==> src/rtl/mem_access_stage.sv <==
// MEM stage: decodes load/store width, runs one req/ack data-memory access at a
// time, aligns store lanes, extends load data and stalls the pipeline while busy.
module mem_access_stage #(
    parameter int TIMEOUT = 16,
    parameter int CNT_W   = 8
) (
    input  logic        clk,
    input  logic        reset,
    input  logic        bubble_i,
    input  logic        mem_read_i,
    input  logic        mem_write_i,
    input  logic [2:0]  funct3_i,
    input  logic [31:0] addr_i,
    input  logic [31:0] store_data_i,
    input  logic [31:0] dmem_rdata_i,
    input  logic        dmem_ack_i,
    output logic        dmem_req_o,
    output logic        dmem_we_o,
    output logic [31:0] dmem_addr_o,
    output logic [3:0]  dmem_be_o,
    output logic [31:0] dmem_wdata_o,
    output logic [31:0] WriteData_o,
    output logic        stall_o,
    output logic        misalign_o,
    output logic        bus_err_o
);

    typedef enum logic {IDLE, BUSY} state_t;

    localparam bit              TO_EN   = (TIMEOUT != 0);
    localparam logic [CNT_W-1:0] TO_LAST = (TIMEOUT == 0) ? '0 : CNT_W'(TIMEOUT - 1);

    state_t            state;
    state_t            state_next;
    logic              req_p1;
    logic              we_p1;
    logic [31:0]       addr_p1;
    logic [3:0]        be_p1;
    logic [31:0]       wdata_p1;
    logic [2:0]        funct3_p1;
    logic [1:0]        offset_p1;
    logic [CNT_W-1:0]  cnt_p1;

    logic              access;
    logic              illegal;
    logic              off_bad;
    logic              start;
    logic              timeout_hit;
    logic [3:0]        be_p0;
    logic [31:0]       wdata_p0;

    // Shift the addressed lane down to bit 0, then sign- or zero-extend by width.
    function automatic logic [31:0] load_extend(input logic [2:0]  f3,
                                                input logic [1:0]  off,
                                                input logic [31:0] rdata);
        logic [31:0]        lane;
        logic signed [7:0]  b8;
        logic signed [15:0] h16;
        lane = rdata >> {off, 3'b000};
        b8   = lane[7:0];
        h16  = lane[15:0];
        case (f3)
            3'b000:  return 32'(b8);
            3'b001:  return 32'(h16);
            3'b100:  return {24'd0, lane[7:0]};
            3'b101:  return {16'd0, lane[15:0]};
            default: return lane;
        endcase
    endfunction

    assign access = !bubble_i && (mem_read_i || mem_write_i);

    always_comb begin
        illegal  = 1'b0;
        off_bad  = 1'b0;
        be_p0    = 4'b0000;
        wdata_p0 = 32'd0;
        case (funct3_i[1:0])
            2'b00: begin
                be_p0    = 4'b0001 << addr_i[1:0];
                wdata_p0 = {4{store_data_i[7:0]}};
            end
            2'b01: begin
                be_p0    = 4'b0011 << addr_i[1:0];
                wdata_p0 = {2{store_data_i[15:0]}};
                off_bad  = addr_i[0];
            end
            2'b10: begin
                be_p0    = 4'b1111;
                wdata_p0 = store_data_i;
                off_bad  = |addr_i[1:0];
                illegal  = funct3_i[2];
            end
            default: illegal = 1'b1;
        endcase
        // Unsigned variants only exist for loads; a write always wins over a read.
        if (mem_write_i && funct3_i[2])
            illegal = 1'b1;
    end

    assign misalign_o  = access && (illegal || off_bad);
    assign start       = access && !misalign_o;
    assign timeout_hit = TO_EN && (cnt_p1 == TO_LAST);

    always_ff @(posedge clk or negedge reset) begin
        if (!reset)
            state <= IDLE;
        else
            state <= state_next;
    end

    always_comb begin
        state_next = state;
        case (state)
            IDLE:    if (start) state_next = BUSY;
            BUSY:    if (dmem_ack_i || timeout_hit) state_next = IDLE;
            default: state_next = IDLE;
        endcase
    end

    always_comb begin
        stall_o     = 1'b0;
        bus_err_o   = 1'b0;
        WriteData_o = 32'd0;
        case (state)
            IDLE: stall_o = start;
            BUSY: begin
                stall_o   = !dmem_ack_i && !timeout_hit;
                bus_err_o = !dmem_ack_i && timeout_hit;
                if (dmem_ack_i && !we_p1)
                    WriteData_o = load_extend(funct3_p1, offset_p1, dmem_rdata_i);
            end
            default: ;
        endcase
        // The held EX_MEM instruction must not keep the pipeline frozen during reset.
        if (!reset)
            stall_o = 1'b0;
    end

    // Issue register: request fields stay frozen for the whole BUSY phase.
    always_ff @(posedge clk or negedge reset) begin
        if (!reset) begin
            req_p1    <= 1'b0;
            we_p1     <= 1'b0;
            addr_p1   <= 32'd0;
            be_p1     <= 4'b0000;
            wdata_p1  <= 32'd0;
            funct3_p1 <= 3'b000;
            offset_p1 <= 2'b00;
            cnt_p1    <= '0;
        end else if (state == IDLE) begin
            if (start) begin
                req_p1    <= 1'b1;
                we_p1     <= mem_write_i;
                addr_p1   <= {addr_i[31:2], 2'b00};
                be_p1     <= be_p0;
                wdata_p1  <= wdata_p0;
                funct3_p1 <= funct3_i;
                offset_p1 <= addr_i[1:0];
                cnt_p1    <= '0;
            end
        end else begin
            if (dmem_ack_i || timeout_hit)
                req_p1 <= 1'b0;
            else
                cnt_p1 <= cnt_p1 + 1'b1;
        end
    end

    assign dmem_req_o   = req_p1;
    assign dmem_we_o    = we_p1;
    assign dmem_addr_o  = addr_p1;
    assign dmem_be_o    = be_p1;
    assign dmem_wdata_o = wdata_p1;

endmodule

==> config.mk <==
export PLATFORM = sky130hd
export DESIGN_NAME = mem_access_stage
export DESIGN_NICKNAME = d
export VERILOG_FILES = /design/src/rtl/mem_access_stage.sv
export SDC_FILE = /design/constraint.sdc
export NUM_CORES = 1
export LEC_CHECK = 0
export CORE_ASPECT_RATIO = 1.25
export CORE_UTILIZATION = 45
export CTS_BUF_LIST = sky130_fd_sc_hd__clkbuf_4 sky130_fd_sc_hd__clkbuf_8 sky130_fd_sc_hd__clkbuf_16
export DETAILED_ROUTE_END_ITERATION = 12
export GPL_ROUTABILITY_DRIVEN = 0
export GPL_TIMING_DRIVEN = 0
export PLACE_DENSITY = 0.95
export SLEW_MARGIN = 20
export SYNTH_ARGS = -nofsm -noshare
export SYNTH_HDL_FRONTEND = slang
export SYNTH_SLANG_ARGS = --single-unit
==> constraint.sdc <==
create_clock -name clk -period 6.35 [get_ports clk]
set_clock_uncertainty 0.1 [all_clocks]
set_input_delay 1.27 -clock clk [delete_from_list [all_inputs] [get_ports clk]]
set_output_delay 1.27 -clock clk [all_outputs]
set_load 0.02 [all_outputs]
==> run_summary.xml, run 1 <==
<?xml version="1.0" encoding="UTF-8"?>
<metrics>
  <group name="placement">
    <metric name="place.port_buffers" unit="">207</metric>
    <metric name="total_placed_cells_including_tap_cells" unit="">762</metric>
    <metric name="dpl.hpwl" unit="mm">11.1</metric>
    <metric name="placed_area" unit="um2">6680</metric>
  </group>
  <group name="finish">
    <metric name="final_cell_area" unit="um2">6990</metric>
    <metric name="final_layout_size_suffix_gt1_share" unit="%">12.7</metric>
    <metric name="area_growth_syn_to_layout" unit="%">57.9</metric>
    <metric name="final_cells" unit="">778</metric>
    <metric name="area_taken_by_multi_input_logic_gates" unit="um2">2180</metric>
    <metric name="register_area" unit="um2">2050</metric>
    <metric name="finalNetCount" unit="">758</metric>
    <metric name="insertedDiodeCount" unit="">0</metric>
    <metric name="fill_cells" unit="">631</metric>
  </group>
  <group name="detailed_routing">
    <metric name="detailedRoute.firstIterationViolations" unit="">284</metric>
    <metric name="drc_errors" unit="">0</metric>
    <metric name="met2_length" unit="mm">8.14</metric>
    <metric name="viasPerCell" unit="">5.63</metric>
    <metric name="totalWireLength" unit="mm">15.0</metric>
    <metric name="antenna_left" unit="">0</metric>
    <metric name="drtPass1Iterations" unit="">4</metric>
    <metric name="route.met3.wl" unit="mm">1.10</metric>
    <metric name="route.layer.met1.wl" unit="mm">5.25</metric>
    <metric name="dr.max_layer_used" unit="">met4</metric>
    <metric name="wl_per_cell" unit="um">19.3</metric>
    <metric name="routed-via-count" unit="">4377</metric>
  </group>
  <group name="logic_synthesis">
    <metric name="synth-edff-count" unit="">0</metric>
    <metric name="synthArstFlopShare" unit="%">100</metric>
    <metric name="synthesis.instances" unit="">427</metric>
    <metric name="biggest_area_contributors_in_the_synthesized_netlist" unit="">dfrtp_1 (46%), mux2_2 (12%), mux2i_1 (7.9%)</metric>
    <metric name="synth_area_per_cell" unit="um2">10.4</metric>
    <metric name="synthDominantCellAreaShare" unit="%">46.4</metric>
    <metric name="ys_seq_area_share" unit="%">46.4</metric>
    <metric name="synth_flop_type" unit="">dfrtp_1</metric>
    <metric name="synth_warnings" unit="">0</metric>
    <metric name="synth_seq_cells" unit="">82</metric>
    <metric name="post_synth_instance_area" unit="um2">4430</metric>
    <metric name="synth.lib_cells_used.distinct" unit="">42</metric>
    <metric name="netlist.top_cell.by_area" unit="">dfrtp_1</metric>
  </group>
  <group name="critical_path">
    <metric name="critical_path_class" unit="">in -&gt; out</metric>
    <metric name="cp-startpoint" unit="">dmem_ack_i</metric>
    <metric name="setup.worst_path.end" unit="">WriteData_o[26]</metric>
    <metric name="worst-path-max-fanout" unit="">10</metric>
    <metric name="timing.rr.end" unit="">dmem_wdata_o[19]</metric>
    <metric name="r2r_slack" unit="ns">4.17</metric>
    <metric name="critical_path.startpoint_type" unit="">input pin</metric>
    <metric name="worstRegToRegCells" unit="">5</metric>
    <metric name="worstReg2RegStart" unit="">state</metric>
    <metric name="critPathRequiredTime" unit="ns">4.98</metric>
    <metric name="worstPathArrival" unit="ns">4.22</metric>
    <metric name="worstSetupEndpointType" unit="">output pin</metric>
  </group>
  <group name="floorplan">
    <metric name="dieArea" unit="um2">10200</metric>
    <metric name="core_region_area" unit="um2">9610</metric>
    <metric name="ios" unit="">210</metric>
    <metric name="die_span_in_x" unit="um">90.7</metric>
    <metric name="chipHeight" unit="um">113</metric>
    <metric name="start_util" unit="%">46.1</metric>
    <metric name="rows" unit="">40</metric>
  </group>
  <group name="global_route">
    <metric name="first_global_vias" unit="">4625</metric>
    <metric name="grt_max_degree" unit="">43</metric>
    <metric name="grt_first_pass_wirelength" unit="mm">23.8</metric>
    <metric name="overflow" unit="">0</metric>
    <metric name="global_route.usage.total" unit="%">29.8</metric>
    <metric name="antenna_found_initial" unit="">0</metric>
  </group>
  <group name="timing">
    <metric name="share_of_the_cycle_needed_by_the_critical_path_after_routing" unit="%">88.1</metric>
    <metric name="drv_slew" unit="">0</metric>
    <metric name="finalSetupViolCount" unit="">0</metric>
    <metric name="clock.fmax" unit="MHz">179</metric>
    <metric name="finalHoldViolCount" unit="">0</metric>
    <metric name="finalWorstPathRequiredPeriod" unit="ns">5.59</metric>
    <metric name="timing.max_slew.rel_slack" unit="%">35.0</metric>
    <metric name="unrepaired_setup_endpoints_after_global_routing" unit="">false</metric>
    <metric name="timing_worst_slew_pin_value" unit="ns">0.966</metric>
  </group>
  <group name="clock_network">
    <metric name="clkSlewWorstSetupHoldPaths" unit="ns">0.06</metric>
    <metric name="cts_hold_buf" unit="">0</metric>
    <metric name="worstSkewPairLatency" unit="ns">0.34</metric>
    <metric name="htreeDepth" unit="">3</metric>
    <metric name="cts_made_buffers" unit="">9</metric>
    <metric name="tritoncts" unit="">done</metric>
    <metric name="cts.repair.resized" unit="">0</metric>
    <metric name="clock-sinks" unit="">82</metric>
    <metric name="root_buffer" unit="">clkbuf_16</metric>
    <metric name="ctsLongestPathBuffers" unit="">2</metric>
    <metric name="cts.repair_timing.setup_buffer_count" unit="">0</metric>
  </group>
  <group name="job">
    <metric name="drv.max_cap_violation_count" unit="">0</metric>
  </group>
  <group name="power">
    <metric name="powerDensity" unit="nW/um2">338</metric>
    <metric name="vdd_drop_max" unit="V">0.000235</metric>
    <metric name="total_power" unit="uW">2360</metric>
    <metric name="power_leakage" unit="uW">0.00297</metric>
  </group>
  <group name="outcome">
    <metric name="outcome" unit="">finished, final reports clean</metric>
  </group>
  <group name="hold_path">
    <metric name="timing.hold.worst.class" unit="">reg -&gt; reg</metric>
  </group>
</metrics>
==> layer usage <==
| layer | vias up | global-route usage, % |
|---|---|---|
| li1 | 1968 | - |
| met2 | 245 | 55.3 |
| met4 | 0 | 14.6 |
| met1 | 2120 | 31.5 |
| met5 | - | 0 |
| met3 | 44 | 6.99 |
==> cell type report <==
| type | count | area share, % |
|---|---|---|
| repair buffers | 208 | 29.9 |
| inverters | 20 | 1.07 |
| plain buffers | 28 | 1.81 |
| well taps | 126 | 2.26 |
| flip-flops and latches | 82 | 29.4 |
| clock buffers | 12 | 3.72 |
| multi-input cells | 298 | 31.2 |
| clock inverters | 4 | 0.716 |
==> synthesized netlist by cell type, types with 2 or more instances <==
| cell type | instances |
|---|---|
| o21ai_1 | 2 |
| mux2_2 | 48 |
| o31ai_1 | 2 |
| or2_2 | 2 |
| o22ai_1 | 2 |
| a21o_1 | 8 |
| nand2b_1 | 3 |
| clkbuf_1 | 16 |
| buf_2 | 8 |
| or3_1 | 2 |
| nor2b_1 | 13 |
| a22oi_1 | 8 |
| o21ai_0 | 42 |
| and2_1 | 7 |
| nand2_1 | 16 |
| or4_1 | 2 |
| ha_1 | 6 |
| nor2_1 | 23 |
| inv_1 | 20 |
| dfrtp_1 | 82 |
| nand4_1 | 3 |
| and3_1 | 3 |
| o21a_1 | 2 |
| a21oi_1 | 30 |
| a22o_1 | 8 |
| a211oi_1 | 14 |
| mux2i_1 | 35 |
| nand3_1 | 3 |
| nor3_1 | 2 |
| buf_4 | 3 |
==> layout by cell type (no fill, tap or decap), types with 3 or more instances in the layout <==
cell type | synthesis | final
a22o_1 | 8 | 8
nand4_1 | 3 | 3
ha_1 | 6 | 6
nand2_1 | 16 | 16
a21o_1 | 8 | 8
nand3_1 | 3 | 3
clkbuf_1 | 16 | 16
a21oi_1 | 30 | 30
buf_4 | 3 | 4
dfrtp_1 | 82 | 82
nor2b_1 | 13 | 13
clkbuf_16 | 0 | 9
nand2b_1 | 3 | 3
o21ai_0 | 42 | 42
nor2_1 | 23 | 23
clkdlybuf4s50_1 | 0 | 206
buf_2 | 8 | 8
inv_1 | 20 | 20
mux2i_1 | 35 | 35
a211oi_1 | 14 | 14
and3_1 | 3 | 3
a22oi_1 | 8 | 8
mux2_2 | 48 | 48
and2_1 | 7 | 7
==> sequential cells by signal (all words and copies together) (netlist names) <==
name          flops
dmem_req_o        1
funct3_p1         3
offset_p1         2
dmem_wdata_o     32
cnt_p1            8
dmem_be_o         4
dmem_addr_o      30
dmem_we_o         1
state             1
==> where the power goes <==
group          total [uW]  leakage (uW)  switching (uW)  internal [uW]
Combinational        1040       0.00180             527            511
Clock                 537      0.000148             207            330
Sequential            788       0.00102             104            684
Total                2360       0.00297             839           1520
==> worst min-delay path by stage <==
stage / startpoint / to / slack, ns / depth (start not counted)
finish: cnt_p1[0] / cnt_p1[0] / 0.40 / 1
CTS: cnt_p1[0] / cnt_p1[0] / 0.41 / 1
global route: dmem_be_o[2] / dmem_be_o[2] / 0.42 / 1
detailed placement: dmem_be_o[2] / dmem_be_o[2] / 0.39 / 1
global placement: cnt_p1[7] / cnt_p1[7] / 0.39 / 1
floorplan: cnt_p1[7] / cnt_p1[7] / 0.35 / 1
==> logic make-up after synthesis <==
group	count (synthesis)	share of synthesized area [%]
DFF	82	46.4
other	1	0.0847
adders and majority gates	6	1.70
and+or+nand+nor	83	9.75
muxes	84	20.6
buffers and inverters	48	4.55
xor gates and xnor gates	1	0.198
AOI/OAI and AO/OA	122	16.7
==> metrics by stage <==
stage	setup TNS (ns)	hold slack, ns	worst slack [ns]	utilization, %
final	0	0.403	0.757	72.7
after global routing	0	0.425	0.581	72.7
after CTS	0	0.406	0.750	72.7
after detailed placement	0	0.395	0.759	69.5
after global placement	-0.317	0.386	-0.317	69.3
after floorplan	0	0.353	2.33	-
==> worst max-delay path, cell delays in order <==
cell,delay (ns)
clkdlybuf4s50_1,0.53
nand3b_2,0.25
or3b_2,0.53
clkbuf_1,0.22
nor2_1,0.54
a21o_1,0.25
clkdlybuf4s50_1,0.61
Power figures use the tool's default switching activity.
==> inputs of run 2 (changes only) <==
--- a/config.mk
+++ b/config.mk
@@ -6,13 +6,14 @@
 export NUM_CORES = 1
 export LEC_CHECK = 0
 export CORE_ASPECT_RATIO = 1.25
+export CORE_MARGIN = 1.5
 export CORE_UTILIZATION = 45
 export CTS_BUF_LIST = sky130_fd_sc_hd__clkbuf_4 sky130_fd_sc_hd__clkbuf_8 sky130_fd_sc_hd__clkbuf_16
 export DETAILED_ROUTE_END_ITERATION = 12
 export GPL_ROUTABILITY_DRIVEN = 0
 export GPL_TIMING_DRIVEN = 0
 export PLACE_DENSITY = 0.95
-export SLEW_MARGIN = 20
+export SETUP_SLACK_MARGIN = 0.5
 export SYNTH_ARGS = -nofsm -noshare
 export SYNTH_HDL_FRONTEND = slang
 export SYNTH_SLANG_ARGS = --single-unit
==> run 2 against run 1 <==
Final cell count unchanged. Register-to-register slack about the same. Critical endpoint is now WriteData_o[29]. Clock-buffer cell count decreased by 1. Sequential share of layout area about the same. Core utilization decreased by 0.078 points. First-iteration DRC count increased by 11%. Combinational power about the same. Worst setup slack improved by 0.051 ns. Worst hold slack improved by 0.0013 ns.
==> run_summary.xml, run 2 (synthesized netlist as in run 1, its figures left out) <==
<?xml version="1.0" encoding="UTF-8"?>
<metrics>
  <group name="finish">
    <metric name="finalNetCount" unit="">758</metric>
    <metric name="flip_flop_count_of_the_largest_register_all_copies_and_words_added" unit="">32</metric>
    <metric name="post-route-util" unit="%">72.6</metric>
    <metric name="insertedDiodeCount" unit="">0</metric>
    <metric name="final_layout_size_suffix_gt1_share" unit="%">12.7</metric>
    <metric name="layout.cells.most_common" unit="">clkdlybuf4s50_1</metric>
    <metric name="final_cells" unit="">778</metric>
    <metric name="area_growth_syn_to_layout" unit="%">57.7</metric>
    <metric name="final_cell_area" unit="um2">6980</metric>
    <metric name="fill_cells" unit="">646</metric>
    <metric name="commonest_cells_after_routing_fill_and_taps_aside" unit="">clkdlybuf4s50_1 (206), dfrtp_1 (82), mux2_2 (48)</metric>
  </group>
  <group name="detailed_routing">
    <metric name="drtPass1Iterations" unit="">5</metric>
    <metric name="routed-via-count" unit="">4341</metric>
    <metric name="drc_errors" unit="">0</metric>
    <metric name="antenna_left" unit="">0</metric>
    <metric name="detailedRoute.firstIterationViolations" unit="">316</metric>
    <metric name="wl_per_cell" unit="um">18.7</metric>
    <metric name="totalWireLength" unit="mm">14.6</metric>
    <metric name="viasPerCell" unit="">5.58</metric>
  </group>
  <group name="floorplan">
    <metric name="dieArea" unit="um2">10400</metric>
    <metric name="core_region_area" unit="um2">9610</metric>
    <metric name="rows" unit="">40</metric>
    <metric name="chipHeight" unit="um">114</metric>
    <metric name="ios" unit="">210</metric>
    <metric name="start_util" unit="%">46.1</metric>
    <metric name="die_span_in_x" unit="um">91.7</metric>
  </group>
  <group name="timing">
    <metric name="unrepaired_setup_endpoints_after_global_routing" unit="">false</metric>
    <metric name="postLayoutSetupSlackWorst" unit="ns">0.808</metric>
    <metric name="clock.fmax" unit="MHz">180</metric>
    <metric name="finalSetupViolCount" unit="">0</metric>
    <metric name="finalWorstPathRequiredPeriod" unit="ns">5.54</metric>
    <metric name="timing.max_slew.rel_slack" unit="%">43.1</metric>
    <metric name="finalHoldViolCount" unit="">0</metric>
    <metric name="drv_slew" unit="">0</metric>
    <metric name="timing_worst_slew_pin_value" unit="ns">0.846</metric>
    <metric name="share_of_the_cycle_needed_by_the_critical_path_after_routing" unit="%">87.3</metric>
  </group>
  <group name="placement">
    <metric name="placed_area" unit="um2">6690</metric>
    <metric name="place.port_buffers" unit="">207</metric>
    <metric name="dpl.hpwl" unit="mm">10.8</metric>
    <metric name="total_placed_cells_including_tap_cells" unit="">762</metric>
    <metric name="preCtsSetupSlack" unit="ns">0.861</metric>
  </group>
  <group name="power">
    <metric name="total_power" unit="uW">2320</metric>
    <metric name="vdd_drop_max" unit="V">0.000274</metric>
    <metric name="intPower" unit="uW">1510</metric>
    <metric name="seqPwrFrac" unit="%">33.7</metric>
    <metric name="powerDensity" unit="nW/um2">333</metric>
    <metric name="power.switching_fraction" unit="%">35.1</metric>
    <metric name="power_switching" unit="uW">814</metric>
    <metric name="power_leakage" unit="uW">0.00296</metric>
    <metric name="power_frac_clock" unit="%">21.9</metric>
    <metric name="power.share.combinational" unit="%">44.5</metric>
  </group>
  <group name="clock_network">
    <metric name="cts_hold_buf" unit="">0</metric>
    <metric name="htreeDepth" unit="">3</metric>
    <metric name="root_buffer" unit="">clkbuf_16</metric>
    <metric name="worstSkewPairLatency" unit="ns">0.33</metric>
    <metric name="cts_made_buffers" unit="">9</metric>
    <metric name="clock-sinks" unit="">82</metric>
    <metric name="cts.repair_timing.setup_buffer_count" unit="">0</metric>
    <metric name="tritoncts" unit="">done</metric>
    <metric name="ctsLongestPathBuffers" unit="">2</metric>
    <metric name="cts.repair.resized" unit="">0</metric>
    <metric name="clkSlewWorstSetupHoldPaths" unit="ns">0.06</metric>
  </group>
  <group name="outcome">
    <metric name="outcome" unit="">finished, final reports clean</metric>
  </group>
  <group name="critical_path">
    <metric name="critical_path.startpoint_type" unit="">input pin</metric>
    <metric name="critical_path_class" unit="">in -&gt; out</metric>
    <metric name="critical_path_cell_list" unit="">clkdlybuf4s50_1 &gt; nand3b_2 &gt; or3b_2 &gt; clkbuf_1 &gt; nor2_1 &gt; a21o_1 &gt; clkdlybuf4s50_1</metric>
    <metric name="worst-path-max-fanout" unit="">10</metric>
    <metric name="critPathRequiredTime" unit="ns">4.98</metric>
    <metric name="slowest_cp_cell" unit="">clkdlybuf4s50_1</metric>
    <metric name="r2r_slack" unit="ns">4.18</metric>
    <metric name="cpMostUsedCell" unit="">clkdlybuf4s50_1</metric>
    <metric name="worstPathArrival" unit="ns">4.17</metric>
    <metric name="slowest_delay" unit="ns">0.61</metric>
    <metric name="worstSetupEndpointType" unit="">output pin</metric>
  </group>
  <group name="global_route">
    <metric name="first_global_vias" unit="">4638</metric>
    <metric name="grt_max_degree" unit="">71</metric>
    <metric name="antenna_found_initial" unit="">0</metric>
    <metric name="grt_first_pass_wirelength" unit="mm">22.8</metric>
    <metric name="global_route.usage.total" unit="%">27.9</metric>
    <metric name="overflow" unit="">0</metric>
  </group>
  <group name="hold_path">
    <metric name="timing.hold.worst.class" unit="">reg -&gt; reg</metric>
  </group>
  <group name="job">
    <metric name="drv.max_cap_violation_count" unit="">0</metric>
  </group>
</metrics>
-- run 2: worst max-delay path: cells and delay by family --
kind            cells  cell delay [ns]
compound gates      1             0.21
simple gates        3             1.30
buf+inv             3             1.38
-- run 2: path summary, 6_finish.rpt --
check / cells past startpoint / to / start
setup / recovery: 7 / WriteData_o[29] / dmem_ack_i
hold / removal: 1 / dmem_addr_o[10] / dmem_addr_o[10]
setup reg to reg: 5 / dmem_wdata_o[21] / state
min in group asynchronous: 1 / dmem_wdata_o[27] / reset
hold reg to reg: 1 / dmem_addr_o[10] / dmem_addr_o[10]
max in group asynchronous: 2 / dmem_addr_o[5] / reset
-- run 2: stage by stage --
| step | TNS (ns) | hold WS, ns |
|---|---|---|
| after CTS | 0 | 0.407 |
| after global placement | -0.376 | 0.383 |
| after floorplan | 0 | 0.353 |
| final | 0 | 0.404 |
| after detailed placement | 0 | 0.395 |
| after global routing | 0 | 0.422 |
-- run 2: per-layer routing --
metal	share of wire, %	vias up	GRT usage, %
li1	-	1965	-
met1	36	2098	29.0
met2	54	246	52.2
met3	8.1	32	7.00
met4	2.3	0	13.1
met5	0	-	0
-- run 2: layout make-up --
class / instances / area [um2] / area share (%)
Buffer: 28 / 126 / 1.81
Clock buffer: 11 / 240 / 3.44
Clock inverter: 5 / 55.1 / 0.789
Inverter: 20 / 75.1 / 1.08
Multi-Input combinational cell: 298 / 2180 / 31.2
Sequential cell: 82 / 2050 / 29.4
Tap cell: 126 / 158 / 2.26
Timing Repair Buffer: 208 / 2100 / 30.0
-- run 2: power by group through the flow --
stage,registers [uW],clock network [uW],logic (uW)
after floorplan,949,0,355
after global placement,775,0,998
after detailed placement,788,0,1020
after CTS,782,518,1030
after global routing,803,537,1090
final,781,508,1030
==> inputs of run 3 (changes only) <==
--- a/config.mk
+++ b/config.mk
@@ -12,6 +12,7 @@
 export DETAILED_ROUTE_END_ITERATION = 12
 export GPL_ROUTABILITY_DRIVEN = 0
 export GPL_TIMING_DRIVEN = 0
+export HOLD_SLACK_MARGIN = 0.1
 export PLACE_DENSITY = 0.95
 export SETUP_SLACK_MARGIN = 0.5
 export SYNTH_ARGS = -nofsm -noshare
==> results of run 3 <==
Final layout, timing and power as in run 2 (identical DEF).
